<file path="config.mk">
export PLATFORM = sky130hd
export DESIGN_NAME = add_share_arb
export DESIGN_NICKNAME = d
export VERILOG_FILES = /design/src/rtl/add_share_arb_pkg.sv /design/src/rtl/add_share_arb_add_core.sv /design/src/rtl/add_share_arb.sv
export SDC_FILE = /design/constraint.sdc
export NUM_CORES = 1
export LEC_CHECK = 0
export ABC_CLOCK_PERIOD_IN_PS = 16790
export CORE_AREA = 2 2 121 123
export DETAILED_ROUTE_END_ITERATION = 12
export DIE_AREA = 0 0 123 125
export PLACE_DENSITY_LB_ADDON = 0.08
export SKIP_LAST_GASP = 1
export SLEW_MARGIN = 30
export SYNTH_ARGS = -nofsm -noshare
export SYNTH_HDL_FRONTEND = slang
export SYNTH_SLANG_ARGS = --single-unit
</file>
<file path="constraint.sdc">
create_clock -name clk -period 16.79 [get_ports clk]
set_input_delay 4.1975 -clock clk [delete_from_list [all_inputs] [get_ports clk]]
set_output_delay 4.1975 -clock clk [all_outputs]
set_load 0.005 [all_outputs]
</file>
<file path="src/rtl/add_share_arb_pkg.sv">
// Shared types for the shared-adder arbiter.
//   state_t : arbitration state (ARB = free round-robin, LOCKED = chained op in progress)
//   flags_t : per-beat adder flag bundle
package add_share_arb_pkg;

    typedef enum logic {
        ARB    = 1'b0,
        LOCKED = 1'b1
    } state_t;

    typedef struct packed {
        logic cout;
        logic neg;
        logic ovf;
        logic zero;
    } flags_t;

endpackage

</file>
<file path="src/rtl/add_share_arb_add_core.sv">
// Combinational carry-propagate adder built from per-bit propagate/generate terms.
// Ports:
//   a, b   in  WIDTH  operands (b already conditioned for subtract by the caller)
//   cin    in  1      carry in
//   sum    out WIDTH  a + b + cin modulo 2^WIDTH
//   flags  out        {cout, neg, ovf, zero} for this beat
module add_core
    import add_share_arb_pkg::*;
#(
    parameter int WIDTH = 32
) (
    input  logic [WIDTH-1:0] a,
    input  logic [WIDTH-1:0] b,
    input  logic             cin,
    output logic [WIDTH-1:0] sum,
    output flags_t           flags
);

    logic [WIDTH-1:0] p;
    logic [WIDTH-1:0] g;
    logic [WIDTH:0]   c;

    assign c[0] = cin;

    generate
        for (genvar gi = 0; gi < WIDTH; gi++) begin : g_bit
            assign p[gi]   = a[gi] ^ b[gi];
            assign g[gi]   = a[gi] & b[gi];
            assign c[gi+1] = g[gi] | (p[gi] & c[gi]);
        end
    endgenerate

    assign sum = p ^ c[WIDTH-1:0];

    // Signed overflow: carry into the MSB differs from carry out of it.
    assign flags.cout = c[WIDTH];
    assign flags.neg  = sum[WIDTH-1];
    assign flags.ovf  = c[WIDTH] ^ c[WIDTH-1];
    assign flags.zero = (sum == '0);

endmodule

</file>
<file path="src/rtl/add_share_arb.sv">
// Shares one adder between NREQ requesters with round-robin arbitration,
// valid/ready handshakes, a 1-entry registered response slot, subtract, and
// multi-beat carry-chained operations that lock the grant to one owner.
// Ports:
//   clk, rst                  clock, asynchronous active-high reset
//   req_valid/req_ready       per-requester handshake (at most one ready bit)
//   req_a/req_b               packed operands, requester i at [i*WIDTH +: WIDTH]
//   req_sub/req_last          subtract (first beat only) / final beat marker
//   rsp_valid/rsp_ready       response slot handshake
//   rsp_id, rsp_sum, rsp_cout, rsp_neg, rsp_ovf, rsp_zero, rsp_last  result of a beat
module add_share_arb
    import add_share_arb_pkg::*;
#(
    parameter int WIDTH = 32,
    parameter int NREQ  = 4,
    parameter int IDW   = $clog2(NREQ)
) (
    input  logic                  clk,
    input  logic                  rst,
    input  logic [NREQ-1:0]       req_valid,
    output logic [NREQ-1:0]       req_ready,
    input  logic [NREQ*WIDTH-1:0] req_a,
    input  logic [NREQ*WIDTH-1:0] req_b,
    input  logic [NREQ-1:0]       req_sub,
    input  logic [NREQ-1:0]       req_last,
    output logic                  rsp_valid,
    input  logic                  rsp_ready,
    output logic [IDW-1:0]        rsp_id,
    output logic [WIDTH-1:0]      rsp_sum,
    output logic                  rsp_cout,
    output logic                  rsp_neg,
    output logic                  rsp_ovf,
    output logic                  rsp_zero,
    output logic                  rsp_last
);

    // Round-robin pick over a doubled request vector: the first set bit at or
    // after ptr, within one full lap, is the winner. Returns {found, index}.
    function automatic logic [IDW:0] rr_pick(input logic [NREQ-1:0] valid,
                                             input logic [IDW-1:0]  ptr);
        logic [2*NREQ-1:0] dbl;
        logic [IDW:0]      res;
        dbl = {valid, valid};
        res = '0;
        // Descending scan so the lowest qualifying position wins.
        for (int k = 2*NREQ-1; k >= 0; k--) begin
            if (dbl[k] && (k >= int'(ptr)) && (k < int'(ptr) + NREQ)) begin
                res = {1'b1, IDW'(k % NREQ)};
            end
        end
        return res;
    endfunction

    state_t           state, state_next;
    logic [IDW-1:0]   rr_ptr;
    logic [IDW-1:0]   owner;
    logic             carry_q;
    logic             sub_q;

    logic             slot_free;
    logic             grant_found;
    logic [IDW-1:0]   grant_id;
    logic             transfer;
    logic [IDW:0]     pick;

    logic [WIDTH-1:0] add_a;
    logic [WIDTH-1:0] add_b;
    logic             add_sub;
    logic             add_cin;
    logic [WIDTH-1:0] add_sum;
    flags_t           add_flags;
    flags_t           rsp_flags;

    assign slot_free = !rsp_valid | rsp_ready;
    assign pick      = rr_pick(req_valid, rr_ptr);
    assign transfer  = grant_found & slot_free;

    // State register.
    always_ff @(posedge clk or posedge rst) begin
        if (rst) begin
            state <= ARB;
        end else begin
            state <= state_next;
        end
    end

    // Next-state logic: a non-last beat locks, a last beat releases.
    always_comb begin
        state_next = state;
        if (transfer) begin
            state_next = req_last[grant_id] ? ARB : LOCKED;
        end
    end

    // Grant / ready outputs. While locked only the owner is eligible.
    always_comb begin
        grant_found = 1'b0;
        grant_id    = '0;
        req_ready   = '0;
        if (state == LOCKED) begin
            grant_id    = owner;
            grant_found = req_valid[owner];
        end else begin
            grant_id    = pick[IDW-1:0];
            grant_found = pick[IDW];
        end
        if (grant_found && slot_free) begin
            req_ready[grant_id] = 1'b1;
        end
    end

    // Operand steering: first beat takes sub from the request, later beats
    // reuse the latched sub and chain the previous carry.
    always_comb begin
        add_a   = req_a[grant_id*WIDTH +: WIDTH];
        add_sub = (state == LOCKED) ? sub_q   : req_sub[grant_id];
        add_cin = (state == LOCKED) ? carry_q : req_sub[grant_id];
        add_b   = req_b[grant_id*WIDTH +: WIDTH] ^ {WIDTH{add_sub}};
    end

    add_core #(.WIDTH(WIDTH)) u_add_core (
        .a     (add_a),
        .b     (add_b),
        .cin   (add_cin),
        .sum   (add_sum),
        .flags (add_flags)
    );

    // Chain bookkeeping and response slot.
    always_ff @(posedge clk or posedge rst) begin
        if (rst) begin
            rr_ptr    <= '0;
            owner     <= '0;
            carry_q   <= 1'b0;
            sub_q     <= 1'b0;
            rsp_valid <= 1'b0;
            rsp_id    <= '0;
            rsp_sum   <= '0;
            rsp_flags <= '0;
            rsp_last  <= 1'b0;
        end else begin
            if (transfer) begin
                carry_q   <= add_flags.cout;
                rsp_valid <= 1'b1;
                rsp_id    <= grant_id;
                rsp_sum   <= add_sum;
                rsp_flags <= add_flags;
                rsp_last  <= req_last[grant_id];
                if (req_last[grant_id]) begin
                    rr_ptr <= (grant_id == IDW'(NREQ-1)) ? '0 : grant_id + 1'b1;
                end else begin
                    owner <= grant_id;
                    sub_q <= add_sub;
                end
            end else if (rsp_ready) begin
                rsp_valid <= 1'b0;
            end
        end
    end

    assign rsp_cout = rsp_flags.cout;
    assign rsp_neg  = rsp_flags.neg;
    assign rsp_ovf  = rsp_flags.ovf;
    assign rsp_zero = rsp_flags.zero;

endmodule
</file>
-- Word level (Yosys, flattened, before mapping)
Cells that the tools add are included.
- bits of input ports: 271
- output and inout port bits: 44
- register bits: 46
- equal/unequal tests: 1
- reductions and logical operators: 18
- $add $sub $neg: 2
- bitwise gates (word level): 134
- muxes and demuxes: 25
- order comparisons: 14
- shift operators: 2
- operators by type and width (cell ; number):
    128-bit by 8-bit variable part select with 32-bit output ; 2
    4-bit by 32-bit < comparator with 1-bit output (first input constant) ; 4
    1-bit bitwise AND ; 65
    3-bit by 32-bit < comparator with 1-bit output (first input constant) ; 2
    32-bit bitwise XOR ; 2
    1-bit OR ; 33
    1-bit bitwise XOR ; 33
    32-bit zero test ; 1
    2-bit by 32-bit < comparator with 1-bit output (first input constant) ; 1
    3-bit two-way mux ; 8
    1-bit logical AND ; 13
    1-bit two-way mux ; 10
    1-bit binary-select mux with 2-bit select ; 3
    2-bit by 3-bit < comparator with 1-bit output (second input constant) ; 2
    2-bit by 3-bit adder with 4-bit output (second input constant) ; 1
    1-bit by 2-bit greater-or-equal comparator with 1-bit output (first input constant) ; 2
    1-bit by 4-bit < comparator with 1-bit output (first input constant) ; 1
    2-bit two-way mux ; 2
    4-bit two-way mux ; 1
    2-bit AND reduction ; 2
    2-bit by 1-bit adder with 2-bit output (second input constant) ; 1
    1-bit demux with 2-bit select ; 1
    2-bit == test (second input constant) ; 1
    2-bit by 1-bit greater-or-equal comparator with 1-bit output (second input constant) ; 1
    other kinds (4) ; 4

-- Depth between registers and ports, before layout
Gate-level depths: netlist of run 1.
- depth after elaboration: 82
- mapped depth: 48
- gate-level depth less buffers: 46

-- Modules after synthesis
Synthesis of run 1 repeated with hierarchy kept, for this count alone.
- cell total of the unflattened synthesis: 644
- area total of the unflattened synthesis: 5177.5 um^2
- by module, submodules not included (module ; times used ; seq. area each (um^2) ; area each (um^2) ; cells an instance):
    add_share_arb ; 1 ; 1151.1 ; 4401.7 ; 594
    add_core ; 1 ; 0.0 ; 775.7 ; 50

-- Worst setup path after synthesis of run 1
No wires, ideal clock.
- kind: input to register
- start point: input req_valid[1]
- end point: register rsp_flags, in the netlist rsp_zero
- library setup time: 0.066 ns
- data required time: 16.724 ns
- setup slack: -1.860 ns
- data arrival time: 18.584 ns
- cell stages on the path: 47
- path buffers: 1
- cell sequence: a21bo_2 > a32o_1 > nor2_2 > inv_2 > mux4_2 > mux2i_4 > buf_4 > xnor2_1 > fa_1 > inv_1 > fa_1 > fa_1 > fa_1 > fa_1 > fa_1 > fa_1 > fa_1 > fa_1 > (+11 left out) > fa_1 > fa_1 > fa_1 > fa_1 > fa_1 > fa_1 > fa_1 > fa_1 > fa_1 > fa_1 > fa_1 > inv_1 > fa_1 > nor2_1 > nand3_1 > nor4_1 > nand3_1 > nand2_1
- RTL lines (element ; RTL line ; text):
    from (decl) ; add_share_arb.sv:20 ; input logic [NREQ-1:0] req_valid,
    to (signal assigned) ; add_share_arb.sv:147 ; rsp_flags <= add_flags;
    to (decl) ; add_share_arb.sv:72 ; flags_t rsp_flags;

==> out/metrics.yaml, run 1 <==
status: "complete, but fails checks"
violations: "negative setup slack"
drc_errors: 0
gp_congestion: 0.9051
fp.dieH_microns: 125
arrival_ns: 17.56
fillers: 1236
viasPerCell: 4.993
crit_path_max_incr_delay_ns: 0.47
overflow: 0
drive_above_1_share: 0.09524
path_buf_inv: 4
slew_viol_final: 0
track_usage: 0.2493
final_common_cell: "clkdlybuf4s50_1"
crit_path_top_delay_cell: "mux4_2"
p_leak_nw: 3.824
yosysUniqueCellTypes: 39
cp_max_fo: 4
tns_ns: -0.7508
ys_top_cells_by_area: "dfrtp_1, mux2i_1, fa_1"
synthFlopType: "dfrtp_1"
yosys_warnings: 0
dp_slack_ns: -1.354
regArea_sq_um: 1126
design.core.area_sq_um: 14200
maxCapViolations: 0
postSynthAreaPerCell_sq_um: 7.987
clk_latency_ns: 0.29
grt_max_degree: 75
path_common_cell: "fa_2"
start_util: 0.3503
netlist_area_sq_um: 4976
pin_count: 315
layout_common_cells: "clkdlybuf4s50_1, nand2_1, mux2i_1"
ys_ff_latch: 45
multi_input_area_sq_um: 3752
tightest_slew_ns: 0.8068
syn_to_final_growth_pct: 73.62
synth_cells: 623
ant_nets: 0
cts_tree: "yes"
async_reset_ff_frac: 1.000
skew_ns: 0.007382
clock.fmax_mhz: 57.67
cp-end-kind: "flip-flop"
ctsLongestPathBuffers: 2
cp-start-kind: "input pin"
fin_cells: 1109
io_buffers: 314
placed_cells: 1097
finalHoldViolCount: 0
cts-root-buf: "clkbuf_16"
die_w_microns: 123
drt-total-wl_microns: 19390
grt_first_pass_wirelength_microns: 29650
dieArea_sq_um: 15380
wl_per_cell_microns: 17.48
synth_edf_count: 0
place_area_sq_um: 8432
p_total_mw: 2.153
hold_class: "flip-flop to flip-flop"
drt_iter0_drc: 276
rows: 44
timing.final.crit_period_ns: 17.34
antenna_found_initial: 2
max-slew-margin-rel: 0.4615
required_ns: 17.01
nNetsFinal: 1230
vias: 5537
vdd_drop_max_mv: 0.1344
firstDrtPassIters: 5
htreeDepth: 2
synth.yosys.seq_area_share: 0.2263
min_period_over_period: 1.033
setup_ws_ns: -0.5493
first_global_vias: 5697
numCtsBuffers: 5
yosysTopAreaCellShare: 0.2263
synth_fp_nets: 930
grt_setup_unrepaired: "yes"
netlist.top_cell.by_area: "dfrtp_1"
cts.sinks: 45
hpwl_microns: 15990
crit_type: "input pin to flip-flop"
clk_pin_slew_ns: 0.06
final_util: 0.6083
design_area_sq_um: 8640
power.density_nw_per_um2: 249.2
critPathTopFamily: "adder cells"
setup_viol: 3
holdWs_ns: 0.4811
-- Yosys cell counts, drive strengths merged, types with 2 or more instances --
master / count
buf: 15
nand2b: 4
nand3: 38
o22ai: 2
dfrtp: 45
xor2: 31
a31oi: 3
inv: 6
clkbuf: 31
mux2i: 98
and3: 2
a21oi: 3
nand4: 7
nor4: 2
mux2: 6
o21ai: 66
xnor2: 2
and2: 4
fa: 32
nand2: 117
nor2: 92
o21a: 2
ha: 4
-- cell type report --
class | instances | area share
inverters | 6 | 0.003331
clock inverters | 1 | 0.003476
flip-flops and latches | 45 | 0.1303
multi-input cells | 526 | 0.4343
well taps | 184 | 0.02665
clock buffers | 7 | 0.01651
diodes | 1 | 0.0002896
repair buffers | 339 | 0.3851
-- state kept, by name, summed over array words and instances (netlist names) --
signal,flops
rsp_last,1
rsp_sum,32
rsp_id,2
owner,2
rsp_valid,1
state,1
rsp_ovf,1
sub_q,1
rsp_zero,1
rr_ptr,2
rsp_cout,1
-- path summary, 6_finish.rpt --
path	slack, ns	start	endpoint	cells after the start
setup / recovery	-0.55	req_valid[0]	rsp_zero	47
hold / removal	0.48	rsp_last	rsp_last	2
setup reg to reg	2.75	state	rsp_zero	46
hold reg to reg	0.48	rsp_last	rsp_last	2
max in group asynchronous	11.94	rst	rsp_sum[16]	2
min in group asynchronous	4.37	rst	rsp_sum[5]	2
-- layer usage --
| layer | wire length [microns] | global-route usage | share of wire |
|---|---|---|---|
| met1 | 7481 | 0.2858 | 0.39 |
| met2 | 9771 | 0.4514 | 0.50 |
| met4 | 572 | 0.08155 | 0.029 |
| met3 | 1555 | 0.05703 | 0.080 |
| met5 | 10 | 0 | 0.00052 |
-- tightest hold or removal path, cell delays in order, from the launching register on --
cell and delay [ns]:
dfrtp_1 0.34, nand2_1 0.05, nand2_1 0.05
-- what timing repair did --
item,in CTS,in global routing
setup endpoints to repair,5,5
setup buffers,2,1
hold endpoints to repair,0,0
pin swaps,7,6
gates resized for setup,20,3
hold buffers,0,0
-- logic make-up after synthesis --
logic type / after synthesis / share of synthesized area
compound gates: 83 / 0.09153
xor+xnor: 33 / 0.05808
fa+ha+maj: 36 / 0.1388
buf+inv: 52 / 0.04350
flops: 45 / 0.2263
mux: 105 / 0.2178
simple gates: 269 / 0.2240
-- report_power, final --
part,leakage [nW],switching [mW],internal [mW]
Clock,0.0841,0.0408,0.0744
Sequential,0.548,0.0429,0.175
Combinational,3.19,0.969,0.850
No activity file was read; power rests on OpenSTA's default activity.
==> run 2, diff against run 1 <==
CELL_PAD_IN_SITES_DETAIL_PLACEMENT = 0   (was default)
CELL_PAD_IN_SITES_GLOBAL_PLACEMENT = 1   (was default)
CORE_AREA = default   (was 2 2 121 123)
CORE_MARGIN = 2   (was default)
CORE_UTILIZATION = 26   (was default)
DIE_AREA = default   (was 0 0 123 125)
==> run 2 against run 1 <==
  * The run still ends with negative setup slack left
  * First-iteration DRC count shrank 41%
  * Fmax shrank 0.48%
  * Critical path depth is the same
  * Global-route usage shrank 5.6 points
  * Total power grew 3.7%
  * Hold slack gained 0.0012 ns
  * Via count shrank 2.6%
  * Combinational power grew 5%
  * Critical endpoint unchanged
  * Highest routed layer is now met4
==> out/metrics.yaml, run 2 (same netlist as run 1, synthesis figures left out) <==
die_w_microns: 142.3  # +16%
antenna_found_initial: 0  # -2
status: "complete, but fails checks"
dieArea_sq_um: 20260  # +32%
hpwl_microns: 16590  # +3.8%
crit_type: "input pin to flip-flop"
arrival_ns: 17.65  # +0.09 ns
grt_max_degree: 75  # unchanged
fillers: 1874  # +52%
crit_path_top_delay_cell: "mux4_2"
power.density_nw_per_um2: 255.5  # +2.5%
skew_ns: 0.009036  # +0.001654 ns
required_ns: 17.02  # about the same
finalHoldViolCount: 0  # unchanged
fin_cells: 1160  # +4.6%
setup_ws_ns: -0.6323  # -0.08300 ns
cts_tree: "yes"
gp_congestion: 0.7985  # -12%
combPwrFrac: 0.857  # +0.012
max-slew-margin-rel: 0.5100  # +0.04850
tightest_slew_ns: 0.7335  # -0.07332 ns
drc_errors: 0  # unchanged
power_frac_clock: 0.046  # -0.008
cp-start-kind: "input pin"
syn_to_final_growth_pct: 75.63
hold_class: "flip-flop to flip-flop"
grt_first_pass_wirelength_microns: 30240  # +2.0%
cp_max_fo: 5  # +1
numCtsBuffers: 5  # unchanged
fp.dieH_microns: 142.3  # +14%
top_register: "rsp_sum"
placed_cells: 1149  # +4.7%
clock.fmax_mhz: 57.40  # -0.48%
cts-root-buf: "clkbuf_16"
rows: 50  # +14%
maxCapViolations: 0  # unchanged
final_common_cell: "clkdlybuf4s50_1"
final_util: 0.4657  # -0.1426
power_switching_mw: 1.091  # +3.6%
clk_pin_slew_ns: 0.07  # about the same
viasPerCell: 4.648  # -6.9%
firstDrtPassIters: 4  # -1
ctsLongestPathBuffers: 2  # unchanged
holdWs_ns: 0.4823  # +0.001215 ns
vdd_drop_max_mv: 0.1215  # -9.6%
clk_latency_ns: 0.29  # about the same
violations: "negative setup slack"
p_int_mw: 1.142  # +3.8%
ant_nets: 0  # unchanged
largest_register_ffs: 32  # unchanged
path_common_cell: "fa_2"
first_global_vias: 5569  # -2.2%
seq_power_share: 0.097  # -0.004
drt_iter0_drc: 164  # -41%
slew_viol_final: 0  # unchanged
track_usage: 0.1934  # -0.05597
design.core.area_sq_um: 18770  # +32%
drt-total-wl_microns: 19960  # +2.9%
pin_count: 315  # unchanged
tns_ns: -1.379  # -0.6284 ns
insertedDiodeCount: 0  # -1
min_period_over_period: 1.038  # +0.004944
cp-end-kind: "flip-flop"
hold_buffers: 0  # unchanged
overflow: 0  # unchanged
htreeDepth: 2  # unchanged
timing.final.crit_period_ns: 17.42  # +0.08300 ns
io_buffers: 314  # unchanged
layout_common_cells: "clkdlybuf4s50_1, nand2_1, mux2i_1"
p_total_mw: 2.233  # +3.7%
drive_above_1_share: 0.1037  # +0.008434
crit_path_max_incr_delay_ns: 0.46  # about the same
grt_setup_unrepaired: "yes"
nNetsFinal: 1232  # +0.16%
setup_viol: 4  # +1
swShare: 0.4887  # about the same
cts.sinks: 45  # unchanged
wl_per_cell_microns: 17.20  # -1.6%
vias: 5392  # -2.6%
start_util: 0.2651  # -0.08520
p_leak_nw: 3.838  # +0.36%
[run 2: timing repair]
item,CTS,global route
pin swaps,13,15
buffers inserted,2,1
resized for setup,21,9
setup endpoints to repair,6,6
[run 2: layout make-up]
type / count / area [sq um] / area share
Multi-Input combinational cell: 526 / 3786 / 0.4332
Clock inverter: 2 / 13.76 / 0.001575
Sequential cell: 45 / 1126 / 0.1288
Tap cell: 234 / 292.8 / 0.03350
Timing Repair Buffer: 341 / 3352 / 0.3835
Clock buffer: 6 / 138.9 / 0.01589
Inverter: 6 / 30.03 / 0.003436
[run 2: routing by layer]
metal  vias up  track usage  wire length (microns)  part of all wire
met1      2476       0.2478                   8465              0.42
met2       205       0.3478                  10050              0.50
met5         -            0                      0                 0
li1       2700            -                      -                 -
met3        11      0.02961                   1241             0.062
met4         0      0.03491                    202             0.010
[run 2: worst paths after layout]
path                         startpoint          end  slack (ns)  cells after the start
max in group asynchronous           rst  rsp_sum[10]       12.04                      2
hold reg to reg              rsp_sum[3]   rsp_sum[3]        0.48                      2
min in group asynchronous           rst   rsp_sum[7]        4.33                      2
setup reg to reg                  state     rsp_zero        2.62                     46
hold / removal               rsp_sum[3]   rsp_sum[3]        0.48                      2
setup / recovery           req_valid[0]     rsp_zero       -0.63                     47
[run 2: metrics by stage]
stage / worst slack [ns] / area [sq um]
6_report: -0.6323 / 8740
5_1_grt: -0.9278 / 8740
4_1_cts: -0.7059 / 8696
3_5_place_dp: -1.298 / 8512
3_3_place_gp: -1.161 / 8509
2_1_floorplan: -0.4718 / 5084
[run 2: critical path: cells and delay by family]
kind                       cells  cell delay (ns)
xor gates and xnor gates       1             0.14
muxes                          2             0.66
AOI/OAI and AO/OA              2             0.45
and+or+nand+nor                6             0.70
adders and majority gates     32            11.25
buffers and inverters          4             0.24
[run 2: power by group through the flow]
| stage | Clock (mW) | Sequential [mW] | Combinational, mW |
|---|---|---|---|
| 4_1_cts | 0.106 | 0.216 | 1.90 |
| 3_5_place_dp | 0 | 0.217 | 1.89 |
| 3_3_place_gp | 0 | 0.213 | 1.86 |
| 2_1_floorplan | 0 | 0.210 | 1.20 |
| 6_report | 0.103 | 0.217 | 1.91 |
| 5_1_grt | 0.109 | 0.225 | 2.16 |
